### config.mk
export PLATFORM = sky130hd
export DESIGN_NAME = axil_status_regs_flat
export DESIGN_NICKNAME = d
export VERILOG_FILES = /design/src/rtl/axil_status_pkg.sv /design/src/rtl/axil_status_regs_if.sv /design/src/rtl/axil_status_regs_stat_capture.sv /design/src/rtl/axil_status_regs.sv /design/src/flat_wrapper.sv
export SDC_FILE = /design/constraint.sdc
export NUM_CORES = 1
export LEC_CHECK = 0
export CORE_ASPECT_RATIO = 2
export CORE_MARGIN = 5
export CORE_UTILIZATION = 50
export CTS_CLUSTER_SIZE = 40
export DETAILED_ROUTE_END_ITERATION = 10
export GPL_TIMING_DRIVEN = 0
export PLACE_DENSITY = 0.79
export SETUP_SLACK_MARGIN = 0.2
export SLEW_MARGIN = 25
export SYNTH_ARGS = -nofsm -noshare
export SYNTH_HDL_FRONTEND = slang
export SYNTH_HIERARCHICAL = 1
export SYNTH_SLANG_ARGS = --single-unit
### constraint.sdc
create_clock -name axi_clock -period 8.4 [get_ports axi_clock]
set_input_delay 0.84 -clock axi_clock [delete_from_list [all_inputs] [get_ports axi_clock]]
set_output_delay 0.84 -clock axi_clock [all_outputs]
set_load 0.005 [all_outputs]
### src/rtl/axil_status_pkg.sv
// Purpose: shared constants, region type and word-address decode for axil_status_regs.
// Latency: none (types and a pure function only).
// Backpressure: not applicable.
package axil_status_pkg;

    localparam logic [1:0] RESP_OKAY   = 2'b00;
    localparam logic [1:0] RESP_SLVERR = 2'b10;

    typedef enum logic [1:0] {
        REG_CTRL,
        REG_STAT,
        REG_FLAGS,
        REG_NONE
    } region_t;

    // Word map: CTRL words first, then STAT words, then the single FLAGS word.
    function automatic region_t decode_region(input int waddr, input int n_ctrl, input int n_stat);
        if (waddr < n_ctrl)                  return REG_CTRL;
        else if (waddr < n_ctrl + n_stat)    return REG_STAT;
        else if (waddr == n_ctrl + n_stat)   return REG_FLAGS;
        return REG_NONE;
    endfunction

endpackage

### src/rtl/axil_status_regs_if.sv
// Purpose: AXI4-Lite bus bundle between the PS interconnect and axil_status_regs.
// Latency: none (wires only).
// Backpressure: standard AXI valid/ready on all five channels.
// Ports: aw*/w*/ar* driven by master, b*/r* and *ready driven by slave.
interface axil_status_regs_if #(
    parameter int ADDR_WIDTH = 6,
    parameter int DATA_WIDTH = 32
);
    logic [ADDR_WIDTH+1:0]   awaddr;
    logic [2:0]              awprot;
    logic                    awvalid;
    logic                    awready;
    logic [DATA_WIDTH-1:0]   wdata;
    logic [DATA_WIDTH/8-1:0] wstrb;
    logic                    wvalid;
    logic                    wready;
    logic [1:0]              bresp;
    logic                    bvalid;
    logic                    bready;
    logic [ADDR_WIDTH+1:0]   araddr;
    logic [2:0]              arprot;
    logic                    arvalid;
    logic                    arready;
    logic [DATA_WIDTH-1:0]   rdata;
    logic [1:0]              rresp;
    logic                    rvalid;
    logic                    rready;

    modport master (
        output awaddr, awprot, awvalid, wdata, wstrb, wvalid, bready,
               araddr, arprot, arvalid, rready,
        input  awready, wready, bresp, bvalid, arready, rdata, rresp, rvalid
    );

    modport slave (
        input  awaddr, awprot, awvalid, wdata, wstrb, wvalid, bready,
               araddr, arprot, arvalid, rready,
        output awready, wready, bresp, bvalid, arready, rdata, rresp, rvalid
    );
endinterface

### src/rtl/axil_status_regs_stat_capture.sv
// Purpose: STAT capture registers, read-clear FLAGS word and optional snapshot shadow bank.
// Latency: stat_valid_i captures on the next edge; flags set/clear on the same edge.
// Backpressure: none; captures are unconditional.
// Ports: stat_in_i/stat_valid_i from fabric, flags_clr_i/snap_i from the read path,
//        stat_live_o/stat_shadow_o/flags_o to the read mux.
// Build option: AXIL_STATUS_SNAPSHOT_EN adds the shadow bank; otherwise shadow == live.
module stat_capture #(
    parameter int N_STAT     = 4,
    parameter int DATA_WIDTH = 32
) (
    input  logic                         clk,
    input  logic                         rst,
    input  logic [N_STAT*DATA_WIDTH-1:0] stat_in_i,
    input  logic [N_STAT-1:0]            stat_valid_i,
    input  logic                         flags_clr_i,
    input  logic                         snap_i,
    output logic [N_STAT*DATA_WIDTH-1:0] stat_live_o,
    output logic [N_STAT*DATA_WIDTH-1:0] stat_shadow_o,
    output logic [N_STAT-1:0]            flags_o
);
    logic [N_STAT*DATA_WIDTH-1:0] stat_q, stat_d;
    logic [N_STAT-1:0]            flags_q, flags_d;

    always_comb begin
        stat_d = stat_q;
        for (int i = 0; i < N_STAT; i++) begin
            if (stat_valid_i[i]) stat_d[i*DATA_WIDTH +: DATA_WIDTH] = stat_in_i[i*DATA_WIDTH +: DATA_WIDTH];
        end
        // A FLAGS read returns every bit, so it clears them all; a same-edge capture still sets.
        flags_d = (flags_q & ~{N_STAT{flags_clr_i}}) | stat_valid_i;
    end

    always_ff @(posedge clk or posedge rst) begin
        if (rst) begin
            stat_q  <= '0;
            flags_q <= '0;
        end else begin
            stat_q  <= stat_d;
            flags_q <= flags_d;
        end
    end

    assign stat_live_o = stat_q;
    assign flags_o     = flags_q;

`ifdef AXIL_STATUS_SNAPSHOT_EN
    logic [N_STAT*DATA_WIDTH-1:0] shadow_q, shadow_d;

    // Copy the pre-edge live values so the snapshot matches what STAT[0] returns.
    always_comb shadow_d = snap_i ? stat_q : shadow_q;

    always_ff @(posedge clk or posedge rst) begin
        if (rst) shadow_q <= '0;
        else     shadow_q <= shadow_d;
    end

    assign stat_shadow_o = shadow_q;
`else
    logic unused_snap;
    assign unused_snap   = snap_i;
    assign stat_shadow_o = stat_q;
`endif

endmodule

### src/rtl/axil_status_regs.sv
// Purpose: AXI4-Lite register slave with RW CTRL words, captured RO STAT words and a read-clear FLAGS word.
// Latency: write response 1 cycle after both AW and W are buffered; read data 1 cycle after AR accept.
// Backpressure: one-entry AW/W buffers, one write and one read outstanding; ready low until the response drains.
// Ports: axi_clock/rst, s_axil (slave modport), ctrl_out (N_CTRL words), stat_in/stat_valid (N_STAT words).
// Build option: AXIL_STATUS_SNAPSHOT_EN makes a STAT[0] read snapshot all STAT words for coherent reads.
module axil_status_regs
    import axil_status_pkg::*;
#(
    parameter int DATA_WIDTH = 32,
    parameter int ADDR_WIDTH = 6,
    parameter int N_CTRL     = 2,
    parameter int N_STAT     = 4
) (
    input  logic                         axi_clock,
    input  logic                         rst,
    axil_status_regs_if.slave            s_axil,
    output logic [N_CTRL*DATA_WIDTH-1:0] ctrl_out,
    input  logic [N_STAT*DATA_WIDTH-1:0] stat_in,
    input  logic [N_STAT-1:0]            stat_valid
);
    localparam int NB = DATA_WIDTH / 8;

    logic                  aw_full_q, aw_full_d, w_full_q, w_full_d;
    logic [ADDR_WIDTH-1:0] aw_addr_q, aw_addr_d;
    logic [DATA_WIDTH-1:0] w_data_q, w_data_d;
    logic [NB-1:0]         w_strb_q, w_strb_d;
    logic                  bvalid_q, bvalid_d, rvalid_q, rvalid_d;
    logic [1:0]            bresp_q, bresp_d, rresp_q, rresp_d;
    logic [DATA_WIDTH-1:0] rdata_q, rdata_d;
    logic [DATA_WIDTH-1:0] ctrl_q [N_CTRL];
    logic [DATA_WIDTH-1:0] ctrl_d [N_CTRL];

    logic [N_STAT*DATA_WIDTH-1:0] stat_live, stat_shadow;
    logic [N_STAT-1:0]            flags;

    logic aw_hs, w_hs, b_hs, ar_hs, r_hs, wr_exec;
    logic [ADDR_WIDTH-1:0] rd_addr;
    region_t wr_region, rd_region;

    assign aw_hs   = s_axil.awvalid && !aw_full_q;
    assign w_hs    = s_axil.wvalid && !w_full_q;
    assign b_hs    = bvalid_q && s_axil.bready;
    assign ar_hs   = s_axil.arvalid && !rvalid_q;
    assign r_hs    = rvalid_q && s_axil.rready;
    assign wr_exec = aw_full_q && w_full_q && !bvalid_q;

    assign rd_addr   = s_axil.araddr[ADDR_WIDTH+1:2];
    assign wr_region = decode_region(32'(aw_addr_q), N_CTRL, N_STAT);
    assign rd_region = decode_region(32'(rd_addr), N_CTRL, N_STAT);

    // Write path: buffers stay full until the response is taken, which blocks a second write.
    always_comb begin
        aw_full_d = aw_full_q;
        aw_addr_d = aw_addr_q;
        w_full_d  = w_full_q;
        w_data_d  = w_data_q;
        w_strb_d  = w_strb_q;
        bvalid_d  = bvalid_q;
        bresp_d   = bresp_q;
        ctrl_d    = ctrl_q;
        if (aw_hs) begin
            aw_full_d = 1'b1;
            aw_addr_d = s_axil.awaddr[ADDR_WIDTH+1:2];
        end else if (b_hs) begin
            aw_full_d = 1'b0;
        end
        if (w_hs) begin
            w_full_d = 1'b1;
            w_data_d = s_axil.wdata;
            w_strb_d = s_axil.wstrb;
        end else if (b_hs) begin
            w_full_d = 1'b0;
        end
        if (wr_exec) begin
            bvalid_d = 1'b1;
            bresp_d  = (wr_region == REG_CTRL) ? RESP_OKAY : RESP_SLVERR;
            for (int k = 0; k < N_CTRL; k++) begin
                if (wr_region == REG_CTRL && 32'(aw_addr_q) == 32'(k)) begin
                    for (int b = 0; b < NB; b++) begin
                        if (w_strb_q[b]) ctrl_d[k][8*b +: 8] = w_data_q[8*b +: 8];
                    end
                end
            end
        end else if (b_hs) begin
            bvalid_d = 1'b0;
        end
    end

    // Read path: data is sampled from pre-edge state, so same-edge writes/captures are not visible.
    always_comb begin
        rvalid_d = rvalid_q;
        rresp_d  = rresp_q;
        rdata_d  = rdata_q;
        if (ar_hs) begin
            rvalid_d = 1'b1;
            rresp_d  = RESP_OKAY;
            rdata_d  = '0;
            case (rd_region)
                REG_CTRL: begin
                    for (int k = 0; k < N_CTRL; k++)
                        if (32'(rd_addr) == 32'(k)) rdata_d = ctrl_q[k];
                end
                REG_STAT: begin
                    // STAT[0] is always live; the others come from the (optional) shadow.
                    for (int i = 0; i < N_STAT; i++)
                        if (32'(rd_addr) == 32'(N_CTRL + i))
                            rdata_d = (i == 0) ? stat_live[i*DATA_WIDTH +: DATA_WIDTH]
                                               : stat_shadow[i*DATA_WIDTH +: DATA_WIDTH];
                end
                REG_FLAGS: rdata_d[N_STAT-1:0] = flags;
                default:   rresp_d = RESP_SLVERR;
            endcase
        end else if (r_hs) begin
            rvalid_d = 1'b0;
        end
    end

    always_ff @(posedge axi_clock or posedge rst) begin
        if (rst) begin
            aw_full_q <= 1'b0;
            aw_addr_q <= '0;
            w_full_q  <= 1'b0;
            w_data_q  <= '0;
            w_strb_q  <= '0;
            bvalid_q  <= 1'b0;
            bresp_q   <= RESP_OKAY;
            rvalid_q  <= 1'b0;
            rresp_q   <= RESP_OKAY;
            rdata_q   <= '0;
            for (int k = 0; k < N_CTRL; k++) ctrl_q[k] <= '0;
        end else begin
            aw_full_q <= aw_full_d;
            aw_addr_q <= aw_addr_d;
            w_full_q  <= w_full_d;
            w_data_q  <= w_data_d;
            w_strb_q  <= w_strb_d;
            bvalid_q  <= bvalid_d;
            bresp_q   <= bresp_d;
            rvalid_q  <= rvalid_d;
            rresp_q   <= rresp_d;
            rdata_q   <= rdata_d;
            ctrl_q    <= ctrl_d;
        end
    end

    stat_capture #(.N_STAT(N_STAT), .DATA_WIDTH(DATA_WIDTH)) u_stat (
        .clk           (axi_clock),
        .rst           (rst),
        .stat_in_i     (stat_in),
        .stat_valid_i  (stat_valid),
        .flags_clr_i   (ar_hs && rd_region == REG_FLAGS),
        .snap_i        (ar_hs && rd_region == REG_STAT && 32'(rd_addr) == 32'(N_CTRL)),
        .stat_live_o   (stat_live),
        .stat_shadow_o (stat_shadow),
        .flags_o       (flags)
    );

    for (genvar k = 0; k < N_CTRL; k++) begin : g_ctrl_out
        assign ctrl_out[k*DATA_WIDTH +: DATA_WIDTH] = ctrl_q[k];
    end

    assign s_axil.awready = !aw_full_q;
    assign s_axil.wready  = !w_full_q;
    assign s_axil.bvalid  = bvalid_q;
    assign s_axil.bresp   = bresp_q;
    assign s_axil.arready = !rvalid_q;
    assign s_axil.rvalid  = rvalid_q;
    assign s_axil.rresp   = rresp_q;
    assign s_axil.rdata   = rdata_q;

    // prot and byte-offset address bits carry no meaning for this block.
    logic unused_bits;
    assign unused_bits = ^{s_axil.awprot, s_axil.arprot, s_axil.awaddr[1:0], s_axil.araddr[1:0]};

endmodule

### src/flat_wrapper.sv
// flat-port wrapper written by rule: the top's interface ports become plain ports
module axil_status_regs_flat import axil_status_pkg::*;
#(
    parameter int DATA_WIDTH = 32,
    parameter int ADDR_WIDTH = 6,
    parameter int N_CTRL     = 2,
    parameter int N_STAT     = 4
)
  (axi_clock, rst, ctrl_out, stat_in, stat_valid, s_axil_awaddr, s_axil_awprot, s_axil_awvalid, s_axil_wdata, s_axil_wstrb, s_axil_wvalid, s_axil_bready, s_axil_araddr, s_axil_arprot, s_axil_arvalid, s_axil_rready, s_axil_awready, s_axil_wready, s_axil_bresp, s_axil_bvalid, s_axil_arready, s_axil_rdata, s_axil_rresp, s_axil_rvalid);
  axil_status_regs_if #(.ADDR_WIDTH(ADDR_WIDTH), .DATA_WIDTH(DATA_WIDTH)) s_axil_i ();
  input  logic axi_clock;
  input  logic rst;
  output logic [N_CTRL*DATA_WIDTH-1:0] ctrl_out;
  input  logic [N_STAT*DATA_WIDTH-1:0] stat_in;
  input  logic [N_STAT-1:0] stat_valid;
  input wire logic [$bits(s_axil_i.awaddr)-1:0] s_axil_awaddr;
  input wire logic [$bits(s_axil_i.awprot)-1:0] s_axil_awprot;
  input wire logic [$bits(s_axil_i.awvalid)-1:0] s_axil_awvalid;
  input wire logic [$bits(s_axil_i.wdata)-1:0] s_axil_wdata;
  input wire logic [$bits(s_axil_i.wstrb)-1:0] s_axil_wstrb;
  input wire logic [$bits(s_axil_i.wvalid)-1:0] s_axil_wvalid;
  input wire logic [$bits(s_axil_i.bready)-1:0] s_axil_bready;
  input wire logic [$bits(s_axil_i.araddr)-1:0] s_axil_araddr;
  input wire logic [$bits(s_axil_i.arprot)-1:0] s_axil_arprot;
  input wire logic [$bits(s_axil_i.arvalid)-1:0] s_axil_arvalid;
  input wire logic [$bits(s_axil_i.rready)-1:0] s_axil_rready;
  output wire logic [$bits(s_axil_i.awready)-1:0] s_axil_awready;
  output wire logic [$bits(s_axil_i.wready)-1:0] s_axil_wready;
  output wire logic [$bits(s_axil_i.bresp)-1:0] s_axil_bresp;
  output wire logic [$bits(s_axil_i.bvalid)-1:0] s_axil_bvalid;
  output wire logic [$bits(s_axil_i.arready)-1:0] s_axil_arready;
  output wire logic [$bits(s_axil_i.rdata)-1:0] s_axil_rdata;
  output wire logic [$bits(s_axil_i.rresp)-1:0] s_axil_rresp;
  output wire logic [$bits(s_axil_i.rvalid)-1:0] s_axil_rvalid;
  assign s_axil_i.awaddr = s_axil_awaddr;
  assign s_axil_i.awprot = s_axil_awprot;
  assign s_axil_i.awvalid = s_axil_awvalid;
  assign s_axil_i.wdata = s_axil_wdata;
  assign s_axil_i.wstrb = s_axil_wstrb;
  assign s_axil_i.wvalid = s_axil_wvalid;
  assign s_axil_i.bready = s_axil_bready;
  assign s_axil_i.araddr = s_axil_araddr;
  assign s_axil_i.arprot = s_axil_arprot;
  assign s_axil_i.arvalid = s_axil_arvalid;
  assign s_axil_i.rready = s_axil_rready;
  assign s_axil_awready = s_axil_i.awready;
  assign s_axil_wready = s_axil_i.wready;
  assign s_axil_bresp = s_axil_i.bresp;
  assign s_axil_bvalid = s_axil_i.bvalid;
  assign s_axil_arready = s_axil_i.arready;
  assign s_axil_rdata = s_axil_i.rdata;
  assign s_axil_rresp = s_axil_i.rresp;
  assign s_axil_rvalid = s_axil_i.rvalid;
  axil_status_regs #(.DATA_WIDTH(DATA_WIDTH), .ADDR_WIDTH(ADDR_WIDTH), .N_CTRL(N_CTRL), .N_STAT(N_STAT)) u_core (.axi_clock(axi_clock), .rst(rst), .s_axil(s_axil_i), .ctrl_out(ctrl_out), .stat_in(stat_in), .stat_valid(stat_valid));
endmodule
==> flow_summary_export.csv <==
group,metric,value,unit
power,internal_power,2.70,mW
placement,gp_congestion,0.846,
route,post_drt_via_cell_ratio,5.33,
grt,largest_net_degree_at_the_start_of_global_routing,91,
clock_network,post_cts_repair_timing_setup_buffer_count,0,
clock_network,cts_inserted_buffers,25,
clock_network,cts_resized,0,
floorplanning,io_pins,302,
floorplanning,die_x,125,microns
grt,grtUsageTotal,24.1,%
synthesis,synth-warning-count,6,
flow_run,cap_viol_max_count,0,
final_layout,drive_gt1_share,33.1,%
power,p_switching,0.939,mW
sta,grt_setup_unrepaired,"false",
route,drt_wl_total,37100,microns
setup_path,critical_path.endpoint_type,"flip-flop",
setup_path,r2r-end,"u_core/ctrl_out[50]$_DFFE_PP0P_",
setup_path,required,8.84,ns
setup_path,critical_path.startpoint_type,"primary input",
grt,number_of_global_route_vias_before_repair,9468,
setup_path,timing.reg2reg.worst_path_depth,5,
clock_network,clock_pin_slew_on_the_worst_setup_and_hold_paths,0.06,ns
sta,fmax,0.336,GHz
sta,minimum_clock_period,2.98,ns
setup_path,worst-path-buf-inv,2,
setup_path,worst_setup_path_endpoint,"u_core/s_axil.rdata[7]$_DFFE_PP0P_",
sta,finalMaxSlewViolations,0,
power,pwr-share-seq,47.3,%
final_layout,synthToLayoutAreaGrowth,31.9,%
outcome,status,"finished, final reports clean",
clock_network,cts_tree,"built",
route,drc,0,
sta,tightest_slew,1.01,ns
power,power.share.combinational,21.3,%
final_layout,number_of_filler_instances_in_the_final_layout,1928,
setup_path,data_arrival_at_the_endpoint_of_the_critical_path,3.42,ns
grt,antenna_found_initial,12,
final_layout,layout_common_cells,"sky130_fd_sc_hd__clkdlybuf4s50_1 (285), sky130_fd_sc_hd__dfrtp_1 (276), sky130_fd_sc_hd__mux2_2 (120)",
synthesis,synth_area,13200,sq um
clock_network,htreeDepth,1,
power,max-vdd-ir-drop,158,uV
setup_path,path_delay_family,"simple AND/OR/NAND/NOR gates",
setup_path,reg2reg_slack,6.10,ns
synthesis,syn_area_per_cell,13.9,sq um
setup_path,critical_path_class,"in -> reg",
placement,portBuffers,285,
setup_path,cp_cell_sequence,"clkdlybuf4s50_1 > nor3_1 > nor2b_1 > nand2_2 > buf_2 > o221ai_1",
power,power_per_cell_area,209,nW/um^2
setup_path,critical_path.slowest_cell,"sky130_fd_sc_hd__nor3_1",
final_layout,most_common_cell_after_layout_fill_and_taps_aside,"sky130_fd_sc_hd__clkdlybuf4s50_1",
clock_network,postCtsHoldBufs,0,
route,routed-via-count,8738,
sta,hold_violations,0,
power,switching_share,25.8,%
floorplanning,fp.dieArea,29900,sq um
hold_path,worstHoldPathType,"reg -> reg",
clock_network,cts_buffer_depth,3,
floorplanning,design.core.area,26200,sq um
clock_network,cts_sinks,276,
grt,overflow,0,
grt,grt_first_pass_wirelength,55800,microns
floorplanning,num_rows,84,
floorplanning,chipHeight,240,microns
setup_path,worst_setup_path_startpoint,"s_axil_araddr[3]",
setup_path,worst-path-max-fanout,10,
sta,clock-skew-final,0.0126,ns
clock_network,clock_insertion_delay_worst_skew,0.54,ns
power,clkPwrFrac,31.4,%
sta,max_slew_headroom,32.5,%
route,detailedRoute.firstIterationViolations,470,
sta,finalSetupTns,0,ns
final_layout,finish.cell_count_without_fillers,1639,
floorplanning,start_util,50.4,%
sta,period_share,35.4,%
setup_path,worst_path_largest_cell_delay,0.69,ns
synthesis,syn_inst,952,
setup_path,critical_path.reg2reg.startpoint,"u_core/aw_addr_q[4]$_DFFE_PP0P_",
sta,fin_hold_ws,0.478,ns
clock_network,root_buffer,"sky130_fd_sc_hd__clkbuf_16",
power,static-leakage-power,7.75,nW
placement,detailed_place_hpwl,29000,microns
sta,finalSetupViolations,0,
placement,number_of_placed_cells_counting_well_taps,1584,
route,drtPass1Iterations,5,
setup_path,cp_num_cells,6,
final_layout,final_nets,1464,
route,routed_len_inst,22.6,microns
route,number_of_nets_still_failing_antenna_checks_after_routing,0,
power by group through the flow:
stage	Sequential, mW	Clock, mW	Combinational [mW]
final	1.72	1.14	0.775
after CTS	1.72	1.17	0.784
after global routing	1.75	1.21	0.827
after floorplan	1.70	0	0.467
after global placement	1.73	0	0.757
after detailed placement	1.74	0	0.780
routing by layer:
metal | share of wire, % | track usage, % | routed length (microns)
met1 | 36 | 26.2 | 13300
met2 | 56 | 45.7 | 20700
met3 | 3.7 | 2.68 | 1380
met4 | 4.6 | 12.7 | 1710
met5 | 0.019 | 0 | 7
sequential cells by signal (all words and copies together) (netlist names):
signal                     cells
u_core/u_stat/stat_live_o    128
u_core/s_axil.bresp            1
u_core/ctrl_out               64
u_core/aw_full_q               1
u_core/w_strb_q                4
u_core/s_axil.rvalid           1
u_core/s_axil.bvalid           1
u_core/s_axil.rdata           32
u_core/w_full_q                1
u_core/aw_addr_q               6
u_core/s_axil.rresp            1
u_core/w_data_q               32
u_core/u_stat/flags_o          4
worst min-delay path by stage:
stage	endpoint	start	slack [ns]	cells after the start
3_3_place_gp	u_core/u_stat/flags_o[0]$_DFF_PP0_	u_core/u_stat/flags_o[0]$_DFF_PP0_	0.46	1
5_1_grt	u_core/u_stat/flags_o[2]$_DFF_PP0_	u_core/u_stat/flags_o[2]$_DFF_PP0_	0.49	1
4_1_cts	u_core/u_stat/flags_o[2]$_DFF_PP0_	u_core/u_stat/flags_o[2]$_DFF_PP0_	0.48	1
3_5_place_dp	u_core/u_stat/flags_o[2]$_DFF_PP0_	u_core/u_stat/flags_o[2]$_DFF_PP0_	0.47	1
6_report	u_core/u_stat/flags_o[2]$_DFF_PP0_	u_core/u_stat/flags_o[2]$_DFF_PP0_	0.48	1
2_1_floorplan	u_core/u_stat/flags_o[2]$_DFF_PP0_	u_core/u_stat/flags_o[2]$_DFF_PP0_	0.45	1
worst reg2reg max path, cell delays in order, from the launching register on:
cell and delay, ns:
sky130_fd_sc_hd__dfrtp_1 0.38, sky130_fd_sc_hd__or4_4 0.57, sky130_fd_sc_hd__nor3_2 0.36, sky130_fd_sc_hd__and3_1 0.31, sky130_fd_sc_hd__buf_4 0.23, sky130_fd_sc_hd__mux2_2 0.36
stage by stage:
| stage | total power, mW | utilization [%] | setup slack (ns) | instance area (sq um) |
|---|---|---|---|---|
| 2_1_floorplan | 2.17 | - | 3.69 | 13200 |
| 3_3_place_gp | 2.49 | 63.0 | 1.71 | 16500 |
| 3_5_place_dp | 2.52 | 63.3 | 4.84 | 16600 |
| 4_1_cts | 3.68 | 66.4 | 5.40 | 17400 |
| 5_1_grt | 3.79 | 66.5 | 5.26 | 17400 |
| 6_report | 3.64 | 66.5 | 5.42 | 17400 |
area by class of cell:
class	count	area [sq um]	share of cell area [%]
Antenna cell	11	27.5	0.158
Buffer	155	1200	6.87
Clock buffer	36	737	4.23
Clock inverter	8	71.3	0.410
Inverter	9	48.8	0.280
Multi-Input combinational cell	513	5080	29.2
Sequential cell	276	6910	39.7
Tap cell	344	430	2.47
Timing Repair Buffer	287	2910	16.7
Power figures use the tool's default switching activity.
